===== src/rtl/fetch_trace_buf.sv =====
// -----------------------------------------------------------------------------
// fetch_trace_buf
//   Captures up to LANES fetched instructions per cycle into a DEPTH-entry
//   trace FIFO. Each offered entry gets a running sequence tag, so a consumer
//   can spot dropped entries as gaps in rd_seq. When the buffer cannot take
//   every offered entry, the lowest lanes win and the rest are dropped and
//   counted in a saturating 16-bit counter. The read side is show-ahead.
//
// Optional feature:
//   FETCH_TRACE_DISPLAY_EN  when defined, prints one line per accepted entry
//                           and one line per cycle that drops entries.
//                           Cycle behaviour is the same in both builds.
//
// Ports:
//   clk, rst_n      clock, asynchronous active-low reset
//   clr             synchronous flush; wins over push and pop in its cycle
//   cap_en          capture enable for all lanes
//   f_valid         per-lane fetch valid
//   f_pc, f_inst    packed per-lane PC / instruction, lane 0 in the LSBs
//   rd_valid        head entry available (count != 0)
//   rd_ready        consumer accepts head
//   rd_pc, rd_inst, rd_lane, rd_seq   head entry fields
//   count           occupancy
//   drop_cnt        saturating count of dropped entries
// -----------------------------------------------------------------------------
module fetch_trace_buf #(
  parameter int LANES  = 2,
  parameter int DEPTH  = 16,
  parameter int PC_W   = 64,
  parameter int INST_W = 32,
  parameter int SEQ_W  = 16,
  localparam int LANE_W = (LANES > 1) ? $clog2(LANES) : 1,
  localparam int CNT_W  = $clog2(DEPTH + 1)
) (
  input  logic                      clk,
  input  logic                      rst_n,
  input  logic                      clr,
  input  logic                      cap_en,
  input  logic [LANES-1:0]          f_valid,
  input  logic [LANES*PC_W-1:0]     f_pc,
  input  logic [LANES*INST_W-1:0]   f_inst,
  output logic                      rd_valid,
  input  logic                      rd_ready,
  output logic [PC_W-1:0]           rd_pc,
  output logic [INST_W-1:0]         rd_inst,
  output logic [LANE_W-1:0]         rd_lane,
  output logic [SEQ_W-1:0]          rd_seq,
  output logic [CNT_W-1:0]          count,
  output logic [15:0]               drop_cnt
);

  localparam int PTR_W = $clog2(DEPTH);
  // One extra bit so DEPTH+1 free slots and small lane sums never overflow.
  localparam int SUM_W = CNT_W + 1;

  logic [PC_W-1:0]   mem_pc   [DEPTH];
  logic [INST_W-1:0] mem_inst [DEPTH];
  logic [LANE_W-1:0] mem_lane [DEPTH];
  logic [SEQ_W-1:0]  mem_seq  [DEPTH];

  logic [PTR_W-1:0]  rd_ptr;
  logic [PTR_W-1:0]  wr_ptr;
  logic [SEQ_W-1:0]  seq_cnt;

  logic              pop;
  logic [SUM_W-1:0]  free_slots;
  logic [SUM_W-1:0]  acc_n;
  logic [SUM_W-1:0]  off_n;
  logic [SUM_W-1:0]  drop_n;
  logic [16:0]       drop_sum;
  logic [LANES-1:0]  lane_acc;
  logic [PTR_W-1:0]  lane_slot [LANES];
  logic [SEQ_W-1:0]  lane_seq  [LANES];

  assign rd_valid = (count != '0);
  assign pop      = rd_valid && rd_ready && !clr;

  // Walk the lanes in ascending order: every offered lane takes the next
  // sequence tag, and the first free_slots offered lanes are accepted into
  // consecutive write slots.
  always_comb begin
    // NOTE: every combinational output gets a default first so no path
    // leaves it unassigned and infers a latch.
    free_slots = SUM_W'(DEPTH) - SUM_W'(count) + SUM_W'(pop);
    acc_n      = '0;
    off_n      = '0;
    drop_n     = '0;
    lane_acc   = '0;
    for (int i = 0; i < LANES; i++) begin
      lane_slot[i] = '0;
      lane_seq[i]  = '0;
      if (cap_en && f_valid[i]) begin
        lane_seq[i] = seq_cnt + SEQ_W'(off_n);
        if (acc_n < free_slots) begin
          lane_acc[i]  = !clr;
          lane_slot[i] = wr_ptr + PTR_W'(acc_n);
          acc_n        = acc_n + SUM_W'(1);
        end else begin
          drop_n = drop_n + SUM_W'(1);
        end
        off_n = off_n + SUM_W'(1);
      end
    end
    drop_sum = {1'b0, drop_cnt} + 17'(drop_n);
  end

  always_ff @(posedge clk or negedge rst_n) begin
    // NOTE: sequential state uses non-blocking assignments so every register
    // samples the pre-edge values regardless of statement order.
    if (!rst_n) begin
      rd_ptr   <= '0;
      wr_ptr   <= '0;
      count    <= '0;
      seq_cnt  <= '0;
      drop_cnt <= '0;
    end else if (clr) begin
      rd_ptr   <= '0;
      wr_ptr   <= '0;
      count    <= '0;
      seq_cnt  <= '0;
      drop_cnt <= '0;
    end else begin
      // Power-of-two DEPTH: pointers wrap by natural overflow.
      rd_ptr   <= rd_ptr + PTR_W'(pop);
      wr_ptr   <= wr_ptr + PTR_W'(acc_n);
      count    <= CNT_W'(SUM_W'(count) + acc_n - SUM_W'(pop));
      seq_cnt  <= seq_cnt + SEQ_W'(off_n);
      drop_cnt <= drop_sum[16] ? 16'hFFFF : drop_sum[15:0];
    end
  end

  // NOTE: the entry storage has no reset; stale contents are unreachable
  // because the pointers and count are reset, and the read mux masks them.
  always_ff @(posedge clk) begin
    for (int i = 0; i < LANES; i++) begin
      if (lane_acc[i]) begin
        mem_pc[lane_slot[i]]   <= f_pc[i*PC_W +: PC_W];
        mem_inst[lane_slot[i]] <= f_inst[i*INST_W +: INST_W];
        mem_lane[lane_slot[i]] <= LANE_W'(i);
        mem_seq[lane_slot[i]]  <= lane_seq[i];
      end
    end
  end

  // Show-ahead head; forced to zero while empty so reset reads as all zeros.
  assign rd_pc   = rd_valid ? mem_pc[rd_ptr]   : '0;
  assign rd_inst = rd_valid ? mem_inst[rd_ptr] : '0;
  assign rd_lane = rd_valid ? mem_lane[rd_ptr] : '0;
  assign rd_seq  = rd_valid ? mem_seq[rd_ptr]  : '0;

`ifdef FETCH_TRACE_DISPLAY_EN
  always @(posedge clk) begin
    if (rst_n && !clr) begin
      for (int i = 0; i < LANES; i++) begin
        if (lane_acc[i])
          $display("%0t Fetch[%0d]: [%08x] %x", $time, i,
                   f_pc[i*PC_W +: PC_W], f_inst[i*INST_W +: INST_W]);
      end
      if (drop_n != '0)
        $display("%0t Fetch: %0d entries dropped", $time, drop_n);
    end
  end
`else
`endif

endmodule


===== config.mk =====
export PLATFORM = sky130hd
export DESIGN_NAME = fetch_trace_buf
export DESIGN_NICKNAME = d
export VERILOG_FILES = /design/src/rtl/fetch_trace_buf.sv
export SDC_FILE = /design/constraint.sdc
export NUM_CORES = 2
export LEC_CHECK = 0
export CORE_MARGIN = 2
export CORE_UTILIZATION = 25
export DETAILED_ROUTE_END_ITERATION = 10
export GPL_ROUTABILITY_DRIVEN = 0
export PLACE_DENSITY_LB_ADDON = 0.1
export SYNTH_ARGS = -nofsm -noshare
export SYNTH_HDL_FRONTEND = slang
export SYNTH_SLANG_ARGS = --single-unit

===== constraint.sdc =====
create_clock -name clk -period 15.56 [get_ports clk]
set_input_delay 3.112 -clock clk [delete_from_list [all_inputs] [get_ports clk]]
set_output_delay 3.112 -clock clk [all_outputs]
set_load 0.02 [all_outputs]

# --- Word-level counts from Yosys, hierarchy flattened ---
# Memory sizes are Yosys's and may differ from the RTL's.
# Index checks and enable logic that the tools add are counted.
# Widths: inputs -> output; s select.
classes:
  mux: 34
  n_reduce_logical: 6
  n_addsub: 13
  order_cmp: 2
ops:
  columns: ["cell", "count"]
  rows:
  - ["$mux 16", 6]
  - ["$mux 64", 1]
  - ["$add 16x6->16", 2]
  - ["$mux 32", 1]
  - ["$mux 4", 6]
  - ["$mux 6", 3]
  - ["$add 16x6->17", 1]
  - ["$mux 5", 3]
  - ["$mux 1", 14]
  - ["$add 6x1->6 const B", 2]
  - ["$add 4x4->4", 2]
  - ["$add 6x1->6", 1]
  - ["$lt 1x6->1 const A", 1]
  - ["$lt 6x6->1", 1]
  - ["$sub 5x5->6 const A", 1]
  - ["$add 5x5->5", 1]
  - ["$reduce_bool 5->1", 1]
  - ["$sub 5x1->5", 1]
  - ["$add 4x1->4", 1]
  - ["$logic_and 1x1->1", 4]
  - ["$add 1x1->2 const B", 1]
  - ["$logic_not 1->1", 1]
totals:
  output_inout_bits: 135
  mem_count: 4
  inputBits: 199
  ff_bits: 45
  word_cells: 64
  ramBits: 1808
mem_list:
  columns: ["name", "depth", "word_bits", "rd", "rd_clocked_by_memory_dff", "wr", "line_no", "rtl"]
  rows:
  - ["mem_pc", 16, 64, 1, 0, 2, "56", "logic [PC_W-1:0] mem_pc [DEPTH];"]
  - ["mem_inst", 16, 32, 1, 0, 2, "57", "logic [INST_W-1:0] mem_inst [DEPTH];"]
  - ["mem_seq", 16, 16, 1, 0, 2, "59", "logic [SEQ_W-1:0] mem_seq [DEPTH];"]
  - ["mem_lane", 16, 1, 1, 0, 2, "58", "logic [LANE_W-1:0] mem_lane [DEPTH];"]

# --- Depth between registers and ports, before layout ---
depth:
  word_depth: 13
  depth_mapped: 26
  depth_no_buf: 23

# --- Worst setup path after synthesis ---
# No wires, ideal clock.
synth_path:
  kind: "in2reg"
  startpoint: "input port clr"
  endpoint: "memory mem_inst[6][0], enable pin"
  path_buffers: 2
  setup_slack_ns: 1.216
  setup_ns: 0.738
  t_arrival_ns: 13.606
  path_stages: 14
  t_required_ns: 14.822
  cell_sequence: "clkbuf_1 > nand3b_1 > ha_1 > or3_1 > a21oi_1 > o2111ai_1 > clkbuf_1 > and2_1 > ha_1 > ha_1 > xnor2_1 > nor3_1 > nand3_1 > o21ai_0"
synth_rtl:
  columns: ["element", "line_no", "rtl"]
  rows:
  - ["from (decl)", "37", "input logic clr,"]
  - ["to (decl)", "57", null]

==> impl_metrics.env <==
export IMPL_post_cts_buffers=0
export IMPL_cp_end_kind="register"
export IMPL_ys_ff_latch=1853
export IMPL_cap_violations=0
export IMPL_max_stage_delay_ns=0.84
export IMPL_synth_edff_count=1792
export IMPL_yosysTopAreaCell="edfxtp_1"
export IMPL_worst_pin_slew_ns=1.14
export IMPL_syn_to_final_growth_pct=16.3
export IMPL_firstDrtPassIters=5
export IMPL_clkSlewWorstSetupHoldPaths_ns=0.06
export IMPL_drt_total_wl_mm=344
export IMPL_synthTopCellsByArea="edfxtp_1, mux2_2, mux4_2, mux2i_1, clkbuf_1"
export IMPL_rsz0062_at_grt="false"
export IMPL_n_fill_cell=36785
export IMPL_hp_class="reg -> reg"
export IMPL_muxShareOfSynthArea_pct=35.0
export IMPL_num_io_pins=334
export IMPL_synthCells=5290
export IMPL_hold_violations=0
export IMPL_syn_nets=5518
export IMPL_fmax_mhz=112
export IMPL_coreArea_um2=373000
export IMPL_avgViaCountPerCell=4.87
export IMPL_cp_common_cell="buf_4"
export IMPL_first_iter_violations=4053
export IMPL_clock_root_buffer="clkbuf_16"
export IMPL_grt_pass1_vias=55335
export IMPL_htree_levels=4
export IMPL_crit_chain="clkdlybuf4s50_1 -> nand3b_1 -> ha_1 -> or3_1 -> a21oi_1 -> o2111ai_1 -> buf_4 -> and2_1 -> ha_1 -> ha_1 -> xnor2_1 -> nor3_1 -> nand4_1 -> buf_4 -> buf_4 -> buf_4 -> buf_4 -> mux2_2"
export IMPL_regArea_um2=55300
export IMPL_dieWidth_um=617
export IMPL_path_class="in -> reg"
export IMPL_drive_gt1_share_pct=45.8
export IMPL_skew_ns=0.0669
export IMPL_path_buf_inv=6
export IMPL_dp_hpwl_mm=175
export IMPL_ctsResizeCount=0
export IMPL_crit_required_ns=16.19
export IMPL_route_detailed_drc=0
export IMPL_cts_max_path_buffers=4
export IMPL_ys_async_sr_fraction_pct=2.43
export IMPL_relSlewSlack_pct=23.9
export IMPL_seq_area_frac_synth_pct=58.9
export IMPL_power_density_nw_per_um2=123
export IMPL_layout_common_cells="edfxtp_1, mux2_2, mux4_2"
export IMPL_start_util_pct=25.2
export IMPL_cts_sinks=1853
export IMPL_gr_total_overflow=0
export IMPL_ant_nets=0
export IMPL_holdBufCountCts=0
export IMPL_reg2reg_from="count[2]$_DFF_PN0_"
export IMPL_fin_crit_sh_pct=57.6
export IMPL_worstSetupStartpoint="rd_ready"
export IMPL_worstSetupStartpointType="input pin"
export IMPL_synthesis_area_um2=93800
export IMPL_clock_power_share_pct=38.3
export IMPL_grt_max_degree=122
export IMPL_fin_ws_ns=6.60
export IMPL_cts_buffers_inserted=233
export IMPL_combPwrFrac_pct=19.7
export IMPL_multi_input_area_um2=36000
export IMPL_die_area_um2=380000
export IMPL_final_common_cell="edfxtp_1"
export IMPL_status="complete, no violations"
export IMPL_antenna_found_initial=66
export IMPL_cp_max_fo=32
export IMPL_synth_compound_area_share_pct=0.413
export IMPL_placementRows=224
export IMPL_worstPathArrival_ns=9.59
export IMPL_grt_total_usage_pct=17.8
export IMPL_switching_share_pct=28.0
export IMPL_vdd_drop_max_uv=91.9
export IMPL_synth_top_cell_area_share_pct=57.3
export IMPL_grt_pass1_wl_mm=474
export IMPL_final_nets=5625
export IMPL_io_buffers=333
export IMPL_hp_start="mem_lane[7]$_DFF_P_"
export IMPL_dieHeight_um=617
export IMPL_place_inst=10134
export IMPL_critPathTopFamily="buffers and inverters"
export IMPL_slew_violations=0
export IMPL_fin_cells=10576
export IMPL_worstSkewPairLatency_ns=0.95
export IMPL_finalPower_mw=13.5
export IMPL_yosys_warnings=0
export IMPL_p_seq_share_pct=42.0
export IMPL_yosys_area_share_simple_pct=1.93
export IMPL_internal_power_mw=9.69
export IMPL_slowest_stage="buf_4"
export IMPL_power_leakage_nw=34.6
export IMPL_pre_cts_ws_ns=5.70
export IMPL_cts_tree="yes"
export IMPL_tns_ns=0
export IMPL_power_switching_mw=3.77
export IMPL_setup_viol=0
export IMPL_yosys_area_share_adder_pct=0.419
export IMPL_synthXorXnorAreaFrac_pct=0.428
export IMPL_synthDistinctLibCells=53
export IMPL_ys_flop_type="edfxtp_1"
export IMPL_vias=51474
export IMPL_avgSynthCellArea_um2=17.7
export IMPL_routedWlPerCell_um=32.6
export IMPL_fin_crit_ns=8.96
export IMPL_synth_top_family_by_area="multiplexers"
[sequential cells by signal (all words and copies together) (netlist names)]
name      cells
drop_cnt     16
mem_pc     1024
rd_ptr        4
mem_inst    512
seq_cnt      16
count         5
wr_ptr        4
mem_lane     16
mem_seq     256
[synth_stat cells, types with 45 or more instances]
cell,number
nor2_1,59
and2_1,115
mux2_4,48
edfxtp_1,1792
mux2i_1,242
nand2_1,68
mux2_2,1492
buf_4,71
dfrtp_1,45
buf_2,156
clkbuf_1,319
mux4_2,565
[power by group through the flow]
stage                     Combinational, mW  Clock, mW  Sequential [mW]
final                                  2.65       5.15             5.65
after global routing                   2.85       5.49             5.66
after CTS                              2.75       5.34             5.66
after detailed placement               2.74          0             5.76
after global placement                 2.74          0             5.76
after floorplan                        1.57          0             5.77
[routing by layer]
metal | track usage [%] | share of wire [%] | wire (um)
met1 | 24.8 | 46 | 159000
met5 | 0 | 0.036 | 124
met3 | 2.39 | 3.9 | 13300
met4 | 3.93 | 2.0 | 6960
met2 | 29.3 | 48 | 165000
[cell type report]
type,count,share of cell area (%)
clock inverters,129,0.810
multi-input cells,2838,33.0
repair buffers,448,4.13
inverters,23,0.0837
diodes,21,0.0481
flip-flops and latches,1853,50.6
clock buffers,292,5.58
well taps,4972,5.70
[logic make-up (layout without fill, tap and decap cells)]
kind of cell / after synthesis / in the layout
simple gates: 344 / 344
flops: 1853 / 1853
other cells: 0 / 21
mux: 2359 / 2359
fa+ha+maj: 29 / 29
xor+xnor: 45 / 45
buf+inv: 599 / 892
compound gates: 61 / 61
[through the flow]
step	instance area, um2	util [%]	hold slack (ns)
finish	109000	29.3	0.448
global route	109000	29.3	0.468
CTS	109000	29.2	0.452
detailed placement	102000	27.4	0.439
global placement	102000	27.4	0.432
floorplan	93800	-	0.421
[worst paths after layout]
check | endpoint | depth (start not counted) | slack [ns]
setup / recovery | mem_pc[12][43]$_DFFE_PP_ | 18 | 6.60
max in group asynchronous | rd_ptr[2]$_DFF_PN0_ | 2 | 12.65
setup reg to reg | mem_pc[12][43]$_DFFE_PP_ | 21 | 8.14
min in group asynchronous | drop_cnt[5]$_DFF_PN0_ | 2 | 2.32
hold / removal | mem_lane[7]$_DFF_P_ | 1 | 0.45
hold reg to reg | mem_lane[7]$_DFF_P_ | 1 | 0.45
Power figures use the tool's default switching activity.
